`src/rtl/pid_pkg.sv`:
```
// Shared types, default coefficients and helpers for the PID steering
// controller (pid_ctrl_param) and its saturator (pid_sat).
//   pid_state_t : forward-speed ramp FSM encoding (IDLE=0, RAMP=1, RUN=2)
//   PID_*       : default parameter values for pid_ctrl_param
//   sat_s()     : clamp a 32-bit signed value into a signed field of 'width' bits
package pid_pkg;

    typedef enum logic [1:0] {
        IDLE = 2'd0,
        RAMP = 2'd1,
        RUN  = 2'd2
    } pid_state_t;

    localparam int PID_ERR_W       = 16;
    localparam int PID_SAT_W       = 11;
    localparam int PID_DSAT_W      = 8;
    localparam int PID_PID_W       = 15;
    localparam int PID_SPD_W       = 12;
    localparam int PID_P_COEFF     = 6;
    localparam int PID_D_COEFF     = 56;
    localparam int PID_I_SHIFT     = 6;
    localparam int PID_RAMP_STEP   = 4;
    localparam int PID_RAMP_MAX    = 768;
    localparam int PID_MOVE_THRESH = 128;
    localparam int PID_ACC_W       = 16;

    function automatic logic signed [31:0] sat_s(input logic signed [31:0] value,
                                                 input int width);
        logic signed [31:0] hi;
        logic signed [31:0] lo;
        hi = (32'sd1 <<< (width - 1)) - 32'sd1;
        lo = -(32'sd1 <<< (width - 1));
        if (value > hi) return hi;
        if (value < lo) return lo;
        return value;
    endfunction

endpackage

```
`src/rtl/pid_sat.sv`:
```
// Parametrised signed saturator: clamps a two's-complement IN_W-bit value
// into OUT_W bits (IN_W > OUT_W). Purely combinational.
//   din_i  [IN_W]  : signed input
//   dout_o [OUT_W] : signed saturated output
module pid_sat
    import pid_pkg::*;
#(
    parameter int IN_W  = 16,
    parameter int OUT_W = 11
) (
    input  logic [IN_W-1:0]  din_i,
    output logic [OUT_W-1:0] dout_o
);

    localparam int TOP_W = IN_W - OUT_W + 1;

    // The value fits when every bit from the sign down to the output's sign
    // bit agrees.
    logic [TOP_W-1:0] top;
    assign top = din_i[IN_W-1:OUT_W-1];

    always_comb begin
        if (top == '0 || top == '1) begin
            dout_o = din_i[OUT_W-1:0];
        end else if (din_i[IN_W-1]) begin
            dout_o = {1'b1, {(OUT_W-1){1'b0}}};
        end else begin
            dout_o = {1'b0, {(OUT_W-1){1'b1}}};
        end
    end

endmodule

```
`src/rtl/pid_ctrl_param.sv`:
```
// Pipelined PID steering controller for the line-following drive path.
// Three register stages: S0 saturates the error, S1 forms P/D terms and
// updates the integrator, S2 sums, saturates and mixes into wheel speeds.
// A forward-speed ramp FSM (IDLE/RAMP/RUN) supplies FRWRD.
//
// Ports:
//   clk, rst_n        : clock (rising edge), asynchronous active-low reset
//   go                : run enable; low forces IDLE and clears FRWRD/accum
//   err_vld           : error sample valid
//   line_present      : vehicle over line; a rising edge clears the integrator
//   error [ERR_W]     : signed steering error
//   lft_spd [SPD_W]   : left wheel speed (held between strobes)
//   rght_spd [SPD_W]  : right wheel speed (held between strobes)
//   out_vld           : one-cycle strobe, speeds updated (err_vld + 3 cycles)
//   moving            : FRWRD > MOVE_THRESH
//   state [2]         : FSM state (IDLE=0, RAMP=1, RUN=2)
//
// Build option: define PID_SPD_CLAMP_EN to clamp speeds to [0, 2^SPD_W-1];
// otherwise speeds wrap modulo 2^SPD_W.
module pid_ctrl_param
    import pid_pkg::*;
#(
    parameter int ERR_W       = PID_ERR_W,
    parameter int SAT_W       = PID_SAT_W,
    parameter int DSAT_W      = PID_DSAT_W,
    parameter int PID_W       = PID_PID_W,
    parameter int SPD_W       = PID_SPD_W,
    parameter int P_COEFF     = PID_P_COEFF,
    parameter int D_COEFF     = PID_D_COEFF,
    parameter int I_SHIFT     = PID_I_SHIFT,
    parameter int RAMP_STEP   = PID_RAMP_STEP,
    parameter int RAMP_MAX    = PID_RAMP_MAX,
    parameter int MOVE_THRESH = PID_MOVE_THRESH
) (
    input  logic             clk,
    input  logic             rst_n,
    input  logic             go,
    input  logic             err_vld,
    input  logic             line_present,
    input  logic [ERR_W-1:0] error,
    output logic [SPD_W-1:0] lft_spd,
    output logic [SPD_W-1:0] rght_spd,
    output logic             out_vld,
    output logic             moving,
    output logic [1:0]       state
);

    localparam int DIFF_W = SAT_W + 1;
    localparam int ASUM_W = PID_ACC_W + 1;
    localparam int SUM_W  = PID_W + 1;

    // ------------------------------------------------------------------
    // Ramp FSM
    // ------------------------------------------------------------------
    pid_state_t       state_q, state_d;
    logic [SPD_W-1:0] frwrd_q, frwrd_d;
    logic [SPD_W:0]   frwrd_inc;
    logic             moving_w;

    assign frwrd_inc = {1'b0, frwrd_q} + (SPD_W+1)'(RAMP_STEP);
    assign moving_w  = frwrd_q > SPD_W'(MOVE_THRESH);

    always_comb begin
        state_d = state_q;
        frwrd_d = frwrd_q;
        if (!go) begin
            state_d = IDLE;
            frwrd_d = '0;
        end else begin
            case (state_q)
                IDLE: begin
                    frwrd_d = '0;
                    state_d = RAMP;
                end
                RAMP: begin
                    if (err_vld) begin
                        if (frwrd_inc >= (SPD_W+1)'(RAMP_MAX)) begin
                            frwrd_d = SPD_W'(RAMP_MAX);
                            state_d = RUN;
                        end else begin
                            frwrd_d = frwrd_inc[SPD_W-1:0];
                        end
                    end
                end
                RUN: begin
                    frwrd_d = SPD_W'(RAMP_MAX);
                end
                default: begin
                    state_d = IDLE;
                    frwrd_d = '0;
                end
            endcase
        end
    end

    always_ff @(posedge clk or negedge rst_n) begin
        if (!rst_n) begin
            state_q <= IDLE;
            frwrd_q <= '0;
        end else begin
            state_q <= state_d;
            frwrd_q <= frwrd_d;
        end
    end

    // ------------------------------------------------------------------
    // S0: input saturation
    // ------------------------------------------------------------------
    logic signed [SAT_W-1:0] err_sat_d, err_sat_q;
    logic                    vld0_q;

    pid_sat #(.IN_W(ERR_W), .OUT_W(SAT_W)) u_sat_err (
        .din_i  (error),
        .dout_o (err_sat_d)
    );

    always_ff @(posedge clk or negedge rst_n) begin
        if (!rst_n) begin
            err_sat_q <= '0;
            vld0_q    <= 1'b0;
        end else begin
            err_sat_q <= err_sat_d;
            vld0_q    <= err_vld;
        end
    end

    // ------------------------------------------------------------------
    // S1: P and D terms, two-sample history, integrator
    // ------------------------------------------------------------------
    logic signed [SAT_W-1:0]     hist1_q, hist2_q;
    logic signed [DIFF_W-1:0]    ddiff;
    logic signed [DSAT_W-1:0]    dsat;
    logic signed [PID_W-1:0]     p_d, d_d, p1_q, d1_q;
    logic signed [PID_ACC_W-1:0] accum_q, accum_d;
    logic signed [ASUM_W-1:0]    acc_sum;
    logic                        acc_ovf, acc_clr;
    logic                        line_q;
    logic                        vld1_q;

    assign ddiff = DIFF_W'(err_sat_q) - DIFF_W'(hist2_q);

    pid_sat #(.IN_W(DIFF_W), .OUT_W(DSAT_W)) u_sat_d (
        .din_i  (ddiff),
        .dout_o (dsat)
    );

    assign p_d = PID_W'(sat_s(32'(err_sat_q) * P_COEFF, PID_W));
    assign d_d = PID_W'(sat_s(32'(dsat) * D_COEFF, PID_W));

    assign acc_sum = ASUM_W'(accum_q) + ASUM_W'(err_sat_q);
    assign acc_ovf = acc_sum[ASUM_W-1] ^ acc_sum[ASUM_W-2];
    // !go is included so the integrator clears on the same edge as FRWRD.
    assign acc_clr = !go || (state_q == IDLE) || !moving_w || (line_present && !line_q);

    always_comb begin
        accum_d = accum_q;
        if (acc_clr) begin
            accum_d = '0;
        end else if (vld0_q && !acc_ovf) begin
            accum_d = acc_sum[PID_ACC_W-1:0];
        end
    end

    always_ff @(posedge clk or negedge rst_n) begin
        if (!rst_n) begin
            p1_q    <= '0;
            d1_q    <= '0;
            hist1_q <= '0;
            hist2_q <= '0;
            accum_q <= '0;
            line_q  <= 1'b0;
            vld1_q  <= 1'b0;
        end else begin
            vld1_q  <= vld0_q;
            line_q  <= line_present;
            accum_q <= accum_d;
            if (vld0_q) begin
                p1_q    <= p_d;
                d1_q    <= d_d;
                hist1_q <= err_sat_q;
                hist2_q <= hist1_q;
            end
        end
    end

    // ------------------------------------------------------------------
    // S2: sum, saturate, mix with FRWRD
    // ------------------------------------------------------------------
    logic signed [SUM_W-1:0] sum_w;
    logic signed [PID_W-1:0] sum_sat, steer, steer_sh;
    logic [SPD_W-1:0]        lft_d, rght_d, lft_q, rght_q;
    logic                    out_vld_q;

    // I is taken from the integrator after this sample's update.
    assign sum_w = SUM_W'(32'(p1_q) + (32'(accum_q) >>> I_SHIFT) + 32'(d1_q));

    pid_sat #(.IN_W(SUM_W), .OUT_W(PID_W)) u_sat_sum (
        .din_i  (sum_w),
        .dout_o (sum_sat)
    );

    assign steer    = moving_w ? sum_sat : '0;
    assign steer_sh = steer >>> 3;

`ifdef PID_SPD_CLAMP_EN
    logic signed [SPD_W+1:0] frwrd_x, sh_x, lft_x, rght_x;

    function automatic logic [SPD_W-1:0] clamp_spd(input logic signed [SPD_W+1:0] v);
        if (v < 0) return '0;
        if (v[SPD_W]) return '1;
        return v[SPD_W-1:0];
    endfunction

    assign frwrd_x = (SPD_W+2)'(frwrd_q);
    assign sh_x    = (SPD_W+2)'(steer_sh);
    assign lft_x   = frwrd_x + sh_x;
    assign rght_x  = frwrd_x - sh_x;
    assign lft_d   = clamp_spd(lft_x);
    assign rght_d  = clamp_spd(rght_x);
`else
    // Modulo wrap: the low SPD_W bits of the wide sum equal an SPD_W-bit sum.
    assign lft_d  = frwrd_q + SPD_W'(steer_sh);
    assign rght_d = frwrd_q - SPD_W'(steer_sh);
`endif

    always_ff @(posedge clk or negedge rst_n) begin
        if (!rst_n) begin
            lft_q     <= '0;
            rght_q    <= '0;
            out_vld_q <= 1'b0;
        end else begin
            out_vld_q <= vld1_q;
            if (vld1_q) begin
                lft_q  <= lft_d;
                rght_q <= rght_d;
            end
        end
    end

    assign lft_spd  = lft_q;
    assign rght_spd = rght_q;
    assign out_vld  = out_vld_q;
    assign moving   = moving_w;
    assign state    = state_q;

endmodule

```
`config.mk`:
```
export PLATFORM = sky130hd
export DESIGN_NAME = pid_ctrl_param
export DESIGN_NICKNAME = d
export VERILOG_FILES = /design/src/rtl/pid_pkg.sv /design/src/rtl/pid_sat.sv /design/src/rtl/pid_ctrl_param.sv
export SDC_FILE = /design/constraint.sdc
export NUM_CORES = 1
export LEC_CHECK = 0
export ABC_CLOCK_PERIOD_IN_PS = 5950
export CORE_MARGIN = 2
export CORE_UTILIZATION = 62
export DETAILED_ROUTE_END_ITERATION = 10
export PLACE_DENSITY_LB_ADDON = 0.1
export SLEW_MARGIN = 20
export SYNTH_ARGS = -nofsm -noshare
export SYNTH_HDL_FRONTEND = slang
export SYNTH_SLANG_ARGS = --single-unit
```
`constraint.sdc`:
```
create_clock -name clk -period 5.95 [get_ports clk]
set_input_delay 1.785 -clock clk [delete_from_list [all_inputs] [get_ports clk]]
set_output_delay 1.785 -clock clk [all_outputs]
set_load 0.02 [all_outputs]
```
==> results.tsv, run 1 <==
stage	metric	value	unit
die	Core ar.	14000	um^2
sta	Final setup viols	0	
layout	antenna diode count	0	
die	Starting Density	63.8	%
critical_path	R2R Path End	d1_q[12]	
critical_path	crit end category	flip-flop	
sta	Clock Skew	0.0106	ns
clock_tree	H-Tree Depth	4	
placed_design	Final HPWL DP	14800	um
global_route	total congestion overflow	0	
clock_tree	CTS tree	done	
sta	RSZ-0062 raised after global routing	false	
critical_path	Top Family by Delay on Critical Path	compound AO/OA/AOI/OAI gates	
routing	WL per Instance	17.3	um
routing	Vias	6953	
synth	Area contributors post-synth	dfrtp_1 (32%), ha_1 (15%), xnor2_1 (5.0%), mux2_2 (4.9%), fa_1 (4.7%)	
synth	Yosys top cell area share	31.7	%
die	# rows	43	
routing	drt drc	0	
critical_path	WS Path Type	flip-flop to flip-flop	
sta	fmax	179	MHz
global_route	initial antenna violation count	0	
clock_tree	post-CTS setup buffers	0	
global_route	GRT met3 Usage	5.36	%
placed_design	IO Port Bufs	48	
synth	Seq/Total Area, Yosys	31.7	%
critical_path	Buf/Inv on CP	1	
synth	number of synthesized flops with an enable pin	0	
placed_design	dpl cells	1121	
routing	Iter 0 DRT Violations	393	
layout	final std cells w/o fill	1153	
synth	synth cell count leaders	dfrtp_1 (113), ha_1 (104), a21oi_1 (76)	
clock_tree	clock tree buffer depth	2	
sta	Slew HR	28.7	%
pwr	P_leak	4.84	nW
pwr	IR drop worst, VDD	278	uV
layout	Synth-to-Final Area Change	13.6	%
global_route	M2 GR Usage	51.8	%
synth	synthesized area per cell	9.72	um^2
critical_path	Critical Path Stages	21	
global_route	vias in the first global route	7194	
global_route	global-route wire length before repair	33700	um
pwr	PwrDens	470	nW/um^2
routing	first-pass iteration count of the detailed router	4	
layout	nets	1106	
routing	Total Wirelength	20000	um
global_route	GR Util All Layers	28.2	%
clock_tree	hold buffers post-CTS	0	
clock_tree	# resized after CTS	0	
critical_path	reg2reg start	err_sat_q[1]	
layout	share of layout cells above drive strength 1	11.9	%
critical_path	cells along the critical path	ha_1 -> nor2b_1 -> o21ai_1 -> a21boi_1 -> o21ai_1 -> o21ai_1 -> a31o_2 -> inv_1 -> o21a_1 -> a21oi_1 -> ha_1 -> fa_1 -> ha_1 -> a21o_1 -> a21oi_1 -> o21bai_1 -> a21oi_1 -> o21ai_0 -> xor2_1 -> o211a_1 -> a221o_1	
global_route	met1 Usage GRT	32.3	%
clock_tree	CTS sink cnt	113	
synth	syn_nets	1064	
critical_path	max incr delay on CP	0.49	ns
synth	synthesized flop and latch total	113	
sta	min cycle time layout	5.58	ns
critical_path	maximum fanout along the worst path	7	
synth	Post-Synthesis Cell Area	8920	um^2
routing	Via density	6.03	
global_route	largest net degree at the start of global routing	67	
critical_path	Crit-path slowest cell	fa_1	
critical_path	critical path required time	6.25	ns
synth	Yosys warnings	0	
die	Die Wd	124	um
global_route	most used routing layer	met2	
routing	Detail Route Antenna Nets	0	
status	status	complete, no violations	
sta	max-slew violation count	0	
clock_tree	Clock Root Buffer	clkbuf_16	
critical_path	CP Capture Point	d1_q[12]	
critical_path	r2r setup slk	0.37	ns
critical_path	Worst Setup Start Kind	flip-flop	
synth	Distinct cells, synth	82	
sta	Final Hold Vio Count	0	
flow_run	max cap viols	0	
die	total die area	15400	um^2
critical_path	worst setup path startpoint	err_sat_q[1]	
die	Ports	49	
worst_hold_path	Hold Path Class	flip-flop to flip-flop	
critical_path	R2R depth	21	
sta	worst slew pin tran	1.07	ns
synth	most frequent cell after synthesis	dfrtp_1	
clock_tree	worst skew pair latency	0.43	ns
clock_tree	Worst-path clk slew	0.05	ns
synth	Post-synth top flop	dfrtp_1	
synth	Post-synth ARST share	100	%
die	die extent in y	124	um
synth	area leader, netlist	dfrtp_1	
critical_path	crit path DAT	5.89	ns
synth	Post-Syn Instances	918	
placed_design	gpl congestion	0.963	
sta	post-route clock period utilization	93.9	%
clock_tree	total CTS buffers	17	
sta	Post-Route Setup TNS	0	ns
## cells in the final DEF (no fill, tap or decap), types with 4 or more instances in the layout
cell type and n:
a31oi_1 7, clkdlybuf4s50_1 47, and2_1 8, o21ai_1 17
o21bai_1 12, nor2_1 53, nand3_1 14, nand2b_1 10
o21ai_0 54, a21o_1 37, nor2b_1 12, xor2_1 19
fa_1 21, nand3_2 10, xnor2_1 51, mux2_2 39
o31ai_1 9, and3_1 6, buf_4 6, o211ai_1 5
nand4_1 5, dfrtp_1 112, a21oi_1 76, nor3_1 9
inv_1 64, clkbuf_16 17, nand2_1 45, or3_1 5
or4_1 6, ha_1 104, o21a_1 9, nor3b_1 4
## stage by stage
| stage | power [mW] | setup slack [ns] | area, um^2 | utilization (%) | hold WS, ns |
|---|---|---|---|---|---|
| global route | 5.15 | 0.000266 | 10100 | 72.5 | 0.513 |
| global placement | 3.57 | 0.708 | 9530 | 68.1 | 0.461 |
| detailed placement | 3.70 | 0.479 | 9530 | 68.1 | 0.467 |
| finish | 4.77 | 0.366 | 10100 | 72.5 | 0.481 |
| CTS | 4.77 | 0.452 | 10100 | 72.4 | 0.482 |
| floorplan | 3.09 | 0.922 | 8920 | - | 0.352 |
## flip-flops by register name, indices dropped and copies added (netlist names)
signal and cells:
out_vld 1, accum_q 16, hist2_q 11, lft_spd 12
line_q 1, state 2, vld0_q 1, vld1_q 1
d1_q 12, hist1_q 10, p1_q 14, err_sat_q 11
frwrd_q 10, rght_spd 11
## report_power, final
part / internal [mW] / switching (mW)
sequential: 0.911 / 0.106
combinational: 1.23 / 1.48
clock: 0.649 / 0.384
total: 2.79 / 1.98
## cell type report
| class | instances | area [um^2] |
|---|---|---|
| inverter | 64 | 240 |
| sequential | 113 | 2830 |
| timing repair buffer | 53 | 515 |
| tap | 180 | 225 |
| clock buffer | 20 | 467 |
| clock inverter | 12 | 133 |
| multi-input combinational | 711 | 5730 |
| fill | 1050 | 3850 |
## per-layer routing
layer | wire (um) | part of all wire, %
met5 | 0 | 0
met4 | 584 | 2.9
met3 | 604 | 3.0
met2 | 10400 | 52
met1 | 8360 | 42
## kinds of logic (layout without fill, tap and decap cells)
logic type | count (synthesis) | count (layout) | share of synthesized area (%)
fa+ha+maj | 125 | 125 | 19.3
mux | 44 | 44 | 5.64
xor+xnor | 72 | 72 | 7.24
simple gates | 206 | 206 | 12.8
other cells | 1 | 1 | 0.0420
flops | 113 | 113 | 31.7
compound gates | 263 | 263 | 19.1
buf+inv | 94 | 149 | 4.18
## worst min-delay path by stage
stage                      from          end  slack (ns)  cells after the start
floorplan                vld0_q       vld1_q        0.35                      0
global placement    hist1_q[10]  hist2_q[10]        0.46                      2
detailed placement  hist1_q[10]  hist2_q[10]        0.47                      2
CTS                 hist1_q[10]  hist2_q[10]        0.48                      2
global route         hist1_q[6]   hist2_q[6]        0.51                      2
finish              hist1_q[10]  hist2_q[10]        0.48                      2
## tightest hold or removal path: stages, from the launching register on
cell     delay [ns]
dfrtp_1        0.34
nand2_1        0.05
o21ai_0        0.06
(Power assumes the default switching activity.)
==> run 2: changes to the inputs <==
CORE_UTILIZATION = 63   (was 62)
CTS_BUF_LIST = sky130_fd_sc_hd__clkbuf_2   (was not set)
SYNTH_HIERARCHICAL = 1   (was not set)
==> run 2 against run 1 <==
Compared with the run above:
- die area shrank 0.45%
- design area decreased by 1.0%
- critical path depth rose by 2
- core utilization shrank 0.46 points
- synthesized area is 1.1% higher
- non-clock buffer count is 12 higher
- sequential power is essentially flat
- worst setup slack improved by 0.026 ns
- via count decreased by 1.4%
- sequential share of layout area grew 0.30 points
- cell count rose by 4.2%
- critical endpoint is now rght_spd[11]
- highest routed layer unchanged
==> results.tsv, run 2 <==
stage	metric	value	unit	change
clock_tree	Clock Root Buffer	clkbuf_2		
sta	fin worst setup slack	0.392	ns	+0.0261 ns
global_route	most used routing layer	met2		
routing	first-pass iteration count of the detailed router	7		+3
layout	Largest regs	accum_q (16), p1_q (13)		
global_route	total congestion overflow	0		unchanged
clock_tree	clock tree buffer depth	2		unchanged
global_route	global-route wire length before repair	31800	um	-5.5%
sta	max-slew violation count	0		unchanged
flow_run	max cap viols	0		unchanged
clock_tree	worst skew pair latency	0.75	ns	+0.32 ns
placed_design	dpl cells	1163		+3.7%
clock_tree	CTS sink cnt	113		unchanged
routing	Iter 0 DRT Violations	404		+2.8%
critical_path	max incr delay on CP	0.48	ns	about the same
layout	Largest Register	accum_q		
pwr	IR drop worst, VDD	343	uV	+24%
sta	Slew HR	47.3	%	+19 points
global_route	GRT met3 Usage	5.17	%	-0.18 points
routing	Total Wirelength	18800	um	-6.0%
routing	Detail Route Antenna Nets	0		unchanged
global_route	M2 GR Usage	41.6	%	-10 points
sta	fmax	180	MHz	+0.47%
pwr	P_leak	4.88	nW	+0.74%
die	total die area	15300	um^2	-0.45%
status	status	complete, no violations		
clock_tree	H-Tree Depth	4		unchanged
routing	Vias	6854		-1.4%
critical_path	worst setup path startpoint	accum_q[8]		
critical_path	r2r setup slk	0.39	ns	+0.03 ns
layout	final std cells w/o fill	1201		+4.2%
placed_design	gpl congestion	0.861		-11%
sta	post-route clock period utilization	93.4	%	-0.44 points
placed_design	Setup Slack @ Placement	0.210	ns	-0.269 ns
sta	Clock Skew	0.0478	ns	+0.0371 ns
layout	# fillers	1070		+1.9%
die	# rows	43		unchanged
global_route	initial antenna violation count	0		unchanged
placed_design	Final HPWL DP	13800	um	-6.7%
layout	commonest non-fill, non-tap cells in the layout	dfrtp_1 (111), ha_1 (105), inv_1 (96)		
critical_path	Worst Setup Start Kind	flip-flop		
global_route	GR Util All Layers	26.7	%	-1.5 points
sta	Final setup viols	0		unchanged
synth	synthesized area per cell	9.44	um^2	-2.8%
layout	commonest non-fill, non-tap cell in the layout	dfrtp_1		
routing	drt drc	0		unchanged
critical_path	crit end category	flip-flop		
worst_hold_path	hold path endpoint	hist2_q[3]		
sta	min cycle time layout	5.56	ns	-0.0261 ns
die	Die Wd	124	um	-0.23%
critical_path	Most Frequent Cell on Critical Path	a21oi_1		
clock_tree	hold buffers post-CTS	0		unchanged
layout	max reg flops	16		unchanged
global_route	largest net degree at the start of global routing	62		-7.5%
routing	Via density	5.71		-5.4%
clock_tree	total CTS buffers	17		unchanged
critical_path	Crit-path slowest cell	fa_1		
critical_path	cells along the critical path	ha_1 -> fa_1 -> a21o_1 -> a21oi_1 -> nor2b_1 -> o211ai_1 -> nand3_1 -> a31o_2 -> a21oi_1 -> xnor2_1 -> ha_4 -> nor2b_4 -> a21oi_1 -> nand2_1 -> ha_1 -> nand2_1 -> nor3_1 -> a211oi_1 -> nor4b_2 -> o21a_1 -> a21oi_1 -> xnor2_1 -> mux2_2		
sta	worst slew pin tran	0.787	ns	-0.283 ns
die	die extent in y	124	um	-0.23%
clock_tree	CTS tree	done		
worst_hold_path	Min-Delay Path Depth	2		unchanged
clock_tree	Worst-path clk slew	0.22	ns	+0.17 ns
critical_path	WS Path Type	flip-flop to flip-flop		
worst_hold_path	Hold Path Class	flip-flop to flip-flop		
critical_path	R2R depth	23		+9.5%
critical_path	critical path required time	6.58	ns	+0.33 ns
worst_hold_path	hold_sp	hist1_q[3]		
synth	Post-Syn Instances	955		+4.0%
critical_path	crit path DAT	6.19	ns	+0.30 ns
synth	Post-Synthesis Cell Area	9020	um^2	+1.1%
sta	Post-Route Setup TNS	0	ns	unchanged
layout	antenna diode count	0		unchanged
die	Ports	49		unchanged
pwr	PwrDens	505	nW/um^2	+7.4%
routing	WL per Instance	15.7	um	-9.8%
global_route	vias in the first global route	6761		-6.0%
critical_path	R2R Path End	rght_spd[11]		
critical_path	maximum fanout along the worst path	12		+5
layout	share of layout cells above drive strength 1	12.2	%	+0.32 points
die	Core ar.	13900	um^2	-0.38%
critical_path	reg2reg start	accum_q[8]		
layout	Synth-to-Final Area Change	11.2	%	
global_route	met1 Usage GRT	37.7	%	+5.4 points
sta	Min Hold Slack	0.502	ns	+0.0209 ns
layout	nets	1158		+4.7%
synth	Yosys warnings	6		+6
sta	Final Hold Vio Count	0		unchanged
die	Starting Density	64.7	%	+0.97 points
placed_design	IO Port Bufs	48		unchanged
layout	Final Core Density	72.0	%	-0.46 points
## run 2: what timing repair did
action | CTS | global route
hold endpoints to repair | 0 | 0
gates resized for setup | 0 | 18
endpoints found under the setup margin | 0 | 11
setup buffers | 0 | 6
## run 2: metrics by stage
step / total power, mW / instance area, um^2
floorplan: 3.55 / 9020
global placement: 4.12 / 9630
detailed placement: 4.20 / 9630
CTS: 4.81 / 9900
global route: 5.56 / 10000
finish: 5.07 / 10000
## run 2: power by group
| part | total [mW] | leakage [nW] | switching (mW) | internal [mW] |
|---|---|---|---|---|
| Combinational | 3.45 | 3.31 | 1.83 | 1.62 |
| Sequential | 1.04 | 1.42 | 0.120 | 0.917 |
| Clock | 0.582 | 0.151 | 0.343 | 0.239 |
## run 2: final cells by class
cell class	instances	area (um^2)	share of cell area, %
clock buffer	17	85.1	0.848
tap	180	225	2.24
multi-input combinational	715	5740	57.2
inverter	96	360	3.59
sequential	113	2830	28.2
clock inverter	15	183	1.82
timing repair buffer	65	606	6.04
## run 2: how the worst max path moves through the flow
stage	to
detailed placement	rght_spd[11]
finish	rght_spd[11]
floorplan	d1_q[14]
global placement	rght_spd[11]
global route	d1_q[13]
CTS	rght_spd[11]
## run 2: metal layers
metal	up-vias	wire, um
met4	0	316
met3	17	768
met2	126	8460
li1	3442	-
met5	-	0
met1	3269	9260
## run 2: worst max-delay path: cells and delay by family (launching register included)
family | cells | cell delay [ns]
AOI/OAI and AO/OA | 9 | 1.76
adders and majority gates | 4 | 1.44
and+or+nand+nor | 7 | 1.15
DFF | 1 | 0.46
xor gates and xnor gates | 2 | 0.38
muxes | 1 | 0.27
